$ cat config.mk
export PLATFORM = sky130hd
export DESIGN_NAME = pin_controller
export DESIGN_NICKNAME = d
export VERILOG_FILES = /design/src/rtl/pin_controller.sv
export SDC_FILE = /design/constraint.sdc
export NUM_CORES = 1
export LEC_CHECK = 0
export ABC_AREA = 1
export CAP_MARGIN = 30
export CORE_ASPECT_RATIO = 0.8
export CORE_UTILIZATION = 49
export CTS_CLUSTER_SIZE = 25
export DETAILED_ROUTE_END_ITERATION = 8
export HOLD_SLACK_MARGIN = 0.1
export PLACE_DENSITY_LB_ADDON = 0.15
export SYNTH_ARGS = -nofsm -noshare
export SYNTH_HDL_FRONTEND = slang
export SYNTH_SLANG_ARGS = --single-unit
export TNS_END_PERCENT = 50
$ cat constraint.sdc
create_clock -name clk -period 4.22 [get_ports clk]
set_input_delay 0.422 -clock clk [delete_from_list [all_inputs] [get_ports clk]]
set_output_delay 0.422 -clock clk [all_outputs]
set_load 0.01 [all_outputs]
$ cat src/rtl/pin_controller.sv
// pin_controller: bus-programmed pin driver (const/PWM); sampling and overflow are built only with PIN_CONTROLLER_RECORD_EN
module pin_controller #(
   parameter logic [7:0] POSITION = 8'd0
) (
   input  logic        clk,
   input  logic        rst,
   input  logic [18:0] cmd_bus_addr,
   input  logic [31:0] cmd_bus_data,
   input  logic        cmd_bus_en,
   input  logic        cmd_bus_rd,
   input  logic        cmd_bus_wr,
   input  logic [31:0] current_time,
   input  logic        pin_in,
   output logic        pin_out,
   output logic        pin_oe,
   output logic [31:0] sample_data,
   output logic        sample_wr_en,
   input  logic        sample_fifo_full,
   output logic        overflow
);
   typedef enum logic [2:0] {IDLE, CONST, PWM_HI, PWM_LO, REC} state_t;
   state_t state, state_n, mode_state;
   logic [31:0] high_cycles, low_cycles, cnt, cnt_n, high_ld, low_ld, rec_ld;
   logic [1:0] mode;
   logic hit, mode_wr, level, unused;
   assign hit = cmd_bus_en & cmd_bus_wr & (cmd_bus_addr[15:8] == POSITION);
   assign mode_wr = hit & (cmd_bus_addr[7:0] == 8'h00);
   assign mode = cmd_bus_data[1:0];
   assign high_ld = (high_cycles == 32'd0) ? 32'd1 : high_cycles;
   assign low_ld = (low_cycles == 32'd0) ? 32'd1 : low_cycles;
`ifdef PIN_CONTROLLER_RECORD_EN
   logic [31:0] sample_div;
   logic sync1, sync2, tick, tick_n;
   assign rec_ld = (sample_div == 32'd0) ? 32'd1 : sample_div;
   assign mode_state = (mode == 2'd3) ? REC : (mode == 2'd2) ? PWM_HI : CONST;
   assign tick_n = (state == REC) & (cnt == 32'd1) & ~mode_wr;
   assign unused = ^{cmd_bus_rd, cmd_bus_addr[18:16], current_time[31]};
   // divider register, written only when recording exists
   always_ff @(posedge clk or posedge rst)
      if (rst) sample_div <= 32'd0;
      else if (hit && cmd_bus_addr[7:0] == 8'h03) sample_div <= cmd_bus_data;
   // pin synchroniser, sample tick pipeline, sample capture and sticky overflow (MODE write clear wins)
   always_ff @(posedge clk or posedge rst)
      if (rst) begin
         sync1 <= 1'b0;
         sync2 <= 1'b0;
         tick <= 1'b0;
         sample_wr_en <= 1'b0;
         sample_data <= 32'd0;
         overflow <= 1'b0;
      end else begin
         sync1 <= pin_in;
         sync2 <= sync1;
         tick <= tick_n;
         sample_wr_en <= tick & ~sample_fifo_full;
         if (tick && !sample_fifo_full) sample_data <= {current_time[30:0], sync2};
         overflow <= mode_wr ? 1'b0 : (overflow | (tick & sample_fifo_full));
      end
`else
   assign rec_ld = 32'd0;
   assign mode_state = (mode == 2'd2) ? PWM_HI : CONST;
   assign unused = ^{cmd_bus_rd, cmd_bus_addr[18:16], current_time, pin_in, sample_fifo_full};
   assign sample_data = 32'd0;
   assign sample_wr_en = 1'b0;
   assign overflow = 1'b0;
`endif
   // register file and constant level, captured on the hit edge
   always_ff @(posedge clk or posedge rst)
      if (rst) begin
         high_cycles <= 32'd0;
         low_cycles <= 32'd0;
         level <= 1'b0;
      end else if (hit) begin
         if (cmd_bus_addr[7:0] == 8'h00) level <= (mode == 2'd1);
         if (cmd_bus_addr[7:0] == 8'h01) high_cycles <= cmd_bus_data;
         if (cmd_bus_addr[7:0] == 8'h02) low_cycles <= cmd_bus_data;
      end
   // state and phase counter registers
   always_ff @(posedge clk or posedge rst)
      if (rst) begin
         state <= IDLE;
         cnt <= 32'd0;
      end else begin
         state <= state_n;
         cnt <= cnt_n;
      end
   // next state: MODE writes restart, counted states reload only on phase entry
   always_comb begin
      state_n = state;
      cnt_n = cnt;
      if (mode_wr) begin
         state_n = mode_state;
         cnt_n = (mode_state == PWM_HI) ? high_ld : (mode_state == REC) ? rec_ld : 32'd0;
      end else if (state == PWM_HI || state == PWM_LO || state == REC) begin
         state_n = (cnt != 32'd1) ? state : (state == PWM_HI) ? PWM_LO : (state == PWM_LO) ? PWM_HI : REC;
         cnt_n = (cnt != 32'd1) ? cnt - 32'd1 : (state == PWM_HI) ? low_ld : (state == PWM_LO) ? high_ld : rec_ld;
      end
   end
   // registered pin drive, one clock behind the state
   always_ff @(posedge clk or posedge rst)
      if (rst) begin
         pin_out <= 1'b0;
         pin_oe <= 1'b0;
      end else begin
         pin_out <= (state == PWM_HI) | ((state == CONST) & level);
         pin_oe <= (state == CONST) | (state == PWM_HI) | (state == PWM_LO);
      end
endmodule

==> out/results.ini <==
[drt]
dr.first_iter.drc_count=606
drt_pass1_iterations=5
routedWlPerCell_um=14.68
drc=0
routed_via_density=5.093
drtAntennaViolNets=0
wirelength_um=17410
vias=6040

[timing]
setup_slack_ns=2.091
hold_viol=0
slew_violations=0
rsz0062_at_grt=false
fin_crit_ns=2.129
fin_crit_sh_pct=50.45
fin_skew_ns=0.01041
fin_setup_tns_ns=0
worstMarginPinSlew_ns=0.8549
hold_slack_ns=0.4887
max-slew-margin-rel_pct=43.01
finalSetupViolCount=0
fmax_mhz=469.7

[grt]
grtUsageTotal_pct=25.97
grt_max_degree=68
grt_pass1_wl_um=29180
grt-ovfl-total=0
grt_pass1_vias=5506
antenna_found_initial=0

[worst_setup_path]
cp.depth=9
crit_slowest_cell=dfrtp_1
crit_path_cell_trace=inv_1 -> ha_1 -> inv_1 -> nor2_1 -> nand2_1 -> o21ai_0 -> nand3_1 -> nand3_1 -> a21oi_2
r2r_end=cnt[18]
r2r_slack_ns=2.09
cp_slowest_stage_delay_ns=0.45
path_buf_inv=2
end_kind=flip-flop
worstSetupStartpointType=flip-flop
path_max_fanout=5
r2r_start=cnt[0]
worst_ep_arrival_time_ns=2.37
cpLargestDelayFamily=simple AND/OR/NAND/NOR gates
r2r_cells=9
critical_path_class=reg -> reg
cp.required_ns=4.46

[logic_synthesis]
synth_seq_cells=102
ys_types=41
synth_enable_flop_cells=0
syn-instance-count=964
synth_top_cell_by_area=dfrtp_1
ys.flop_type=dfrtp_1
ys_seq_area_share_pct=37.21
netlist_area_um2=6859
avgSynthCellArea_um2=7.115
synth_commonest_cells=nand2_1, nor2_1, inv_1
synth_area_leaders=dfrtp_1, nand2_1, nor2_1
yosys_warnings=0
synth.most_common_cell=nand2_1
synth.top_cell.area_share_pct=37.21
synthArstFlopShare_pct=100.0

[floorplanning]
dieArea_um2=14480
io_pins=126
fp.dieW_um=134.3
core-area_um2=13600
initial_core_util_pct=50.44
die_h_um=107.8
rows=38

[final_layout]
layout.cells.non_filler=1186
antennaDiodeCount=0
nets=1093
drive_above_1_share_pct=12.43
postLayoutCoreUtil_pct=56.16
area_growth_pct=11.33

[clock_network]
path_clk_slew_ns=0.07
cts_resized=0
numCtsBuffers=9
cts_tree=yes
clock_path_buffers=2
clk_latency_ns=0.35
hold_buffers=0
cts_setup_buffers=0
clock-sinks=102
cts-root-buf=clkbuf_16
cts_htree_levels=3

[power]
leakage_nw=3.437
vdd.ir_drop.worst_mv=0.1823
p_per_area_nw_per_um2=273.3

[placed_design]
numPlacedInstances=1170
portBuffers=53
dp_slack_ns=1.741
dp_hpwl_um=12810
gp_congestion=0.9270

[min_path]
whs_path_depth=2
min_to=high_cycles[14]
hold_path_startpoint=high_cycles[14]
min_path_type=reg -> reg

[run_status]
outcome=finished, final reports clean

[job]
maxCapViolations=0

power by group:
group	switching [mW]	leakage, nW	internal [mW]
sequential	0.0404	1.26	1.00
clock	0.405	0.143	0.419
combinational	0.120	2.04	0.100
total	0.565	3.44	1.52
cell families after synthesis:
group                      after synthesis  share of synthesized area (%)
buffers and inverters                  194                          13.75
DFF                                    102                          37.21
adders and majority gates                2                         0.3648
AOI/OAI and AO/OA                      196                          17.27
other                                    1                        0.05467
xor gates and xnor gates                11                          1.405
and+or+nand+nor                        458                          29.93
how the worst max path moves through the flow:
stage                          start      end  slack [ns]
after floorplan                  rst   cnt[0]        1.12
after global placement    cmd_bus_en  cnt[10]        1.80
after detailed placement  cmd_bus_en  cnt[26]        1.74
after CTS                 cmd_bus_en  cnt[17]        2.11
after global routing      cmd_bus_en  cnt[30]        1.90
final                         cnt[0]  cnt[18]        2.09
through the flow:
step                area (µm²)  power, mW
floorplan                 6983      1.219
global placement          7345      1.279
detailed placement        7345      1.283
CTS                       7636      2.107
global route              7636      2.177
finish                    7636      2.087
area by class of cell:
class | count | area (µm²)
Multi-Input combinational cell | 701 | 3487
Timing Repair Buffer | 60 | 595.6
Clock inverter | 6 | 62.56
Sequential cell | 102 | 2552
Clock buffer | 10 | 229.0
Fill cell | 1383 | 5962
Tap cell | 180 | 225.2
Inverter | 127 | 484.2
sequential cells by signal (all words and copies together) (netlist names):
signal,flops
pin_oe,1
low_cycles,32
state,3
pin_out,1
cnt,32
level,1
high_cycles,32
worst min-delay path, cell delays in order, from the launching register on:
cell and delay, ns:
dfrtp_1 0.34, nand2_1 0.05, o21ai_0 0.06
metal layers:
metal	wire (µm)	share of wire, %	up-vias	global-route usage [%]
met1	9136	52	2779	41.21
met3	1301	7.5	8	5.508
met4	101	0.58	0	4.735
met2	6872	39	194	35.68
met5	0	0	-	0
li1	-	-	3059	-
cells in the final DEF, fill, tap and decap left out, types with 4 or more instances in the layout:
cell type / count
nand2_1: 214
nor2_1: 144
inv_1: 115
dfrtp_1: 102
o21ai_0: 76
clkdlybuf4s50_1: 53
o21ai_1: 48
nand3_1: 38
conb_1: 34
a21oi_2: 22
o21ai_2: 21
nor2_2: 20
a21oi_1: 12
nand2_2: 11
inv_2: 10
xor2_1: 10
clkbuf_16: 9
o211ai_1: 8
a22oi_1: 7
buf_4: 6
nor3_1: 5
nand3b_1: 4
nand4_1: 4
inv_6: 4
No activity file was read; power rests on OpenSTA's default activity.
==> edit 1 (same settings) <==
Re-encode `state_t` (5 states) as one-hot, 5 bits wide.
--- a/src/rtl/pin_controller.sv
+++ b/src/rtl/pin_controller.sv
@@ -19,5 +19,5 @@
    output logic        overflow
 );
-   typedef enum logic [2:0] {IDLE, CONST, PWM_HI, PWM_LO, REC} state_t;
+   typedef enum logic [4:0] {IDLE = 5'b00001, CONST = 5'b00010, PWM_HI = 5'b00100, PWM_LO = 5'b01000, REC = 5'b10000} state_t;
    state_t state, state_n, mode_state;
    logic [31:0] high_cycles, low_cycles, cnt, cnt_n, high_ld, low_ld, rec_ld;
Behaviour: no difference found for any inputs over 4 cycles, from zero or initial values and one cycle with rst high; so few cycles prove little.
==> edit 1 against the unedited design <==
Via count hardly changed; design area up 0.54%; largest cell class unchanged; worst setup slack worse by 0.25 ns; worst hold slack lost 0.14 ns; synthesized cell count increased by 3.2%; first-iteration DRC count decreased by 0.99%; sequential cell count increased by 2; maximum frequency shrank 10%; highest routed layer unchanged; synthesized area up 0.29%; routed wire length decreased by 2.9%.
Power is not compared: it rests on default switching activity, and its combinational part moved more than twofold at a synthesized area within 25%.
==> edit 1: results (changes against the unedited design) <==
STA
  – Period utilisation layout: 56.3% (was 50.5%)
  – Least-Margin Pin Slew: 0.640 ns (was 0.855 ns)
  – Skew final: 0.0117 ns (was 0.0104 ns)

Final layout
  – Final Non-Filler Cells: 1218 (was 1186)
  – Nets: 1125 (was 1093)
  – Fraction of layout cells with a size suffix above 1: 10.1% (was 12.4%)

Worst setup path
  – Crit-path max cell delay: 0.52 ns (was 0.45 ns)
  – Crit Path Max Fanout: 63 (was 5)
  – CP top delay family: buffers and inverters (was simple AND/OR/NAND/NOR gates)
  – WP data arrival: 2.63 ns (was 2.37 ns)
  – Max stage delay cell, worst path: buf_4 (was dfrtp_1)
  – Critical Path Sink: cnt[10]$_DFFE_PP0P_ (was cnt[18]$_DFFE_PP0P_)
  – Origin of the worst setup path: state[1]$_DFFE_PP0P_ (was cnt[0]$_DFFE_PP0P_)
  – R2R Setup Slk: 1.84 ns (was 2.09 ns)

GRT
  – First-pass GRT wire length: 28100 um (was 29200 um)
  – Largest net degree at the start of global routing: 65 (was 68)
  – Total GRT Usage: 25.2% (was 26.0%)
  – Number of global-route vias before repair: 5417 (was 5506)
  – Met1 Use GR: 39.6% (was 41.2%)
  – M3 GR Usage: 5.53% (was 5.51%)
  – Met2 Use GR: 34.4% (was 35.7%)

Synthesis
  – Post-synth cell types: 43 (was 41)
  – Area contributors post-synth: dfrtp_1 (37%), nand2_1 (17%), nor2_1 (7.6%), o21ai_0 (6.3%), inv_1 (5.1%) (was dfrtp_1 (37%), nand2_1 (12%), nor2_1 (7.9%), inv_1 (6.3%), o21ai_0 (5.5%))
  – Main synth FF type: dfrtp_1 (unchanged)
  – Synth Instances: 995 (was 964)
  – Post-Synth XOR/XNOR Area: 1.78% (was 1.40%)
  – Post-synthesis sequential area ratio: 37.9% (was 37.2%)
  – Synth Area in Adders: 0.364% (was 0.365%)
  – Synth Area in Compound Gates: 11.8% (was 17.3%)
  – Top cells by count, synth: nand2_1 (306), nor2_1 (139), dfrtp_1 (103) (was nand2_1 (214), nor2_1 (144), inv_1 (116))

Place
  – Dpl ws: 1.67 ns (was 1.74 ns)
  – Routability congestion estimate: 0.905 (was 0.927)
  – Final HPWL DP: 12600 um (was 12800 um)
  – Placed inst area: 7360 um2 (was 7340 um2)

Routing
  – Met3 WL: 1230 um (was 1300 um)
  – Wl on met1: 8800 um (was 9140 um)
  – Total Routed Length: 16900 um (was 17400 um)
  – DR vias: 6044 (was 6040)
  – Routed met2 length: 6690 um (was 6870 um)
  – Starting DRC count in detailed routing: 600 (was 606)

Status
  – Outcome: complete, no violations (unchanged)

Clocking
  – Clock Latency Late Sink: 0.37 ns (was 0.35 ns)

Min path
  – Hold Path Class: in -> async (was reg -> reg)

Power and ir drop
  – Clock power frac: 44.2%
  – Tot Pwr: around 2.0 mW
==> edit 1: changes by cell type after synthesis, moves of 6 or more <==
cell and change:
a21oi_1 +8, a21oi_2 -9, a22oi_1 -7, inv_1 -22, nand2_1 +92, nand2_2 -6, nand3_1 +13, o211ai_1 -6
o21ai_0 +10, o21ai_1 -42, o21ai_2 -13
==> edit 1: worst min path at each step <==
stage	slack, ns	endpoint
2_1_floorplan	0.45	high_cycles[26]$_DFFE_PP0P_
3_3_place_gp	0.47	low_cycles[6]$_DFFE_PP0P_
3_5_place_dp	0.48	low_cycles[10]$_DFFE_PP0P_
4_1_cts	0.35	cnt[2]$_DFFE_PP0P_
5_1_grt	0.38	cnt[2]$_DFFE_PP0P_
6_report	0.35	cnt[30]$_DFFE_PP0P_
==> edit 1: cell type report <==
cell class	count	area (um2)
fillers	1316	5970
multi-input cells	745	3490
flip-flops and latches	104	2600
repair buffers	60	603
inverters	113	438
clock buffers	9	225
well taps	180	225
clock inverters	7	91.3
==> edit 2 (config.mk and constraints unchanged) <==
Made on the original files. Build with the macro `PIN_CONTROLLER_RECORD_EN` defined.
--- a/src/rtl/pin_controller.sv
+++ b/src/rtl/pin_controller.sv
@@ -1,3 +1,5 @@
 // pin_controller: bus-programmed pin driver (const/PWM); sampling and overflow are built only with PIN_CONTROLLER_RECORD_EN
+`define PIN_CONTROLLER_RECORD_EN
+
 module pin_controller #(
    parameter logic [7:0] POSITION = 8'd0
Function: changed (a bounded check fails within 4 cycles, from zero or initial values and one cycle with rst high).
==> edit 2 against the unedited design <==
Sequential cell count rose by 69; final cell count rose by 45%; design area rose by 51%; critical path type unchanged; critical endpoint is now cnt[30]$_DFFE_PP0P_; total power rose by 68%; core utilization rose by 4.4 points; maximum frequency fell by 16%; synthesized area rose by 40%; first-iteration DRC count rose by 55%; worst setup slack got worse by 0.42 ns; non-clock buffer count rose by 69; combinational power rose by 42%; routed wire length rose by 59%.
==> edit 2: results (changes against the unedited design) <==
Synthesis
  – Top cells by count, synth: nand2_1 (426), dfrtp_1 (171), inv_1 (160) (was nand2_1 (214), nor2_1 (144), inv_1 (116))
  – Post-synth cell types: 43 (was 41)
  – Syn Area/Cell: 7.13 um2 (was 7.12 um2)
  – Area contributors post-synth: dfrtp_1 (44%), nand2_1 (17%), o21ai_0 (6.7%), inv_1 (6.2%), nor2_1 (6.1%) (was dfrtp_1 (37%), nand2_1 (12%), nor2_1 (7.9%), inv_1 (6.3%), o21ai_0 (5.5%))
  – Syn_nets: 1443
  – Post-synthesis sequential area ratio: 44.4% (was 37.2%)
  – Ys async rst share: 100% (unchanged)

Routing
  – Via density: 5.34 (was 5.09)
  – Max layer used: met4 (unchanged)
  – Met3 WL: 2580 um (was 1300 um)
  – Starting DRC count in detailed routing: 937 (was 606)
  – Routed met2 length: 11900 um (was 6870 um)
  – WL/cell: 16.1 um (was 14.7 um)
  – First-pass DRT Iterations: 6 (was 5)
  – Wl on met1: 12800 um (was 9140 um)
  – Total Routed Length: 27700 um (was 17400 um)

Final layout
  – Non-clk invs: 167 (was 127)
  – Number of non-clock buffers: 129 (was 60)
  – Comb_multi_in: 968 (was 701)
  – Multi-input combinational area share: 38.8% (was 45.7%)
  – Clk_buf instances: 20 (was 10)
  – Fill count: 1765 (was 1383)
  – Seq/total area: 37.0% (was 33.4%)
  – Clock-cell share of area: 4.59% (was 3.82%)
  – Signal buf overhead: 11.3% (was 7.80%)
  – Fraction of layout cells with a size suffix above 1: 7.09% (was 12.4%)
  – Nets: 1546 (was 1093)

Power and ir drop
  – Clock power frac: 41.4% (was 39.5%)
  – Comb pwr share: 8.9% (was 10.5%)
  – Static Leak: 5.39 nW (was 3.44 nW)
  – Switching portion of total power: 25.6% (was 27.1%)
  – P_int: 2.60 mW (was 1.52 mW)
  – VDD IR max: 0.000233 V (was 0.000182 V)

Clocking
  – Clock Latency Late Sink: 0.43 ns (was 0.35 ns)
  – H-tree Lvls: 4 (was 3)
  – CTS Buf Count: 17 (was 9)
  – Post-CTS Setup Bufs: 0 (unchanged)
  – Cts repair resizes: 0 (unchanged)
  – CTS sink count: 171 (was 102)

Place
  – Final HPWL DP: 19700 um (was 12800 um)
  – Routability congestion estimate: 0.981 (was 0.927)
  – Inst Count DP: 1693 (was 1170)
  – I/O Buffers: 120 (was 53)

GRT
  – Largest net degree at the start of global routing: 90 (was 68)
  – Number of global-route vias before repair: 8804 (was 5506)
  – Total GRT Usage: 29.0% (was 26.0%)
  – First-pass GRT wire length: 46000 um (was 29200 um)
  – Congestion Overflow GR: 0 (unchanged)

Worst setup path
  – WP data arrival: 2.86 ns (was 2.37 ns)
  – Crit Path Max Fanout: 25 (was 5)
  – Max stage delay cell, worst path: nor2_4 (was dfrtp_1)
  – Crit-path max cell delay: 0.63 ns (was 0.45 ns)

Status
  – Outcome: complete, no violations (unchanged)

Min path
  – Hold Path Class: in -> async (was reg -> reg)

STA
  – Least-Margin Pin Slew: 0.808 ns (was 0.855 ns)
  – Skew final: 0.00667 ns (was 0.0104 ns)
## edit 2: changes by cell type in the layout (fill, tap and decap cells not counted), moves of 21 or more
cell	change
a21oi_2	-22
nand3_1	+27
clkdlybuf4s50_1	+67
inv_1	+44
o21ai_0	+52
dfrtp_1	+69
conb_1	-34
nand2_1	+212
o21ai_2	-21
## edit 2: worst paths after layout
kind                               startpoint                  end  slack (ns)  cells past startpoint
max                        cnt[1]$_DFFE_PP0P_  cnt[30]$_DFFE_PP0P_        1.67                     13
min                                       rst      sync1$_DFF_PP0_        0.33                      2
max reg2reg                cnt[1]$_DFFE_PP0P_  cnt[30]$_DFFE_PP0P_        1.67                     13
min reg2reg                   sync1$_DFF_PP0_      sync2$_DFF_PP0_        0.35                      0
max in group asynchronous                 rst  cnt[12]$_DFFE_PP0P_        3.05                      3
min in group clk              sync1$_DFF_PP0_      sync2$_DFF_PP0_        0.35                      0
## edit 2: logic make-up after synthesis
logic type,Yosys count,synth area share (%)
and+or+nand+nor,734,33.0
DFF,171,44.4
buffers and inverters,212,9.00
xor gates and xnor gates,11,1.00
AOI/OAI and AO/OA,221,12.4
adders and majority gates,2,0.260
## edit 2: critical path: cells and delay by family, from the launching register on
| family | cells | cell delay (ns) |
|---|---|---|
| flip-flops | 1 | 0.38 |
| buffers and inverters | 4 | 0.56 |
| adder cells (fa/ha/maj) | 1 | 0.14 |
| AND/OR/NAND/NOR | 8 | 1.32 |
## edit 2: routing by layer
metal / vias to the layer above / GRT usage (%)
met2: 394 / 42.8
li1: 4486 / -
met5: - / 0
met3: 33 / 7.27
met4: 0 / 8.97
met1: 4299 / 41.9
## edit 2: through the flow
stage	instance area (um2)	setup slack, ns
floorplan	9640	1.62
detailed placement	11000	1.34
CTS	11600	1.76
global route	11600	1.60
finish	11600	1.67
global placement	11000	1.46
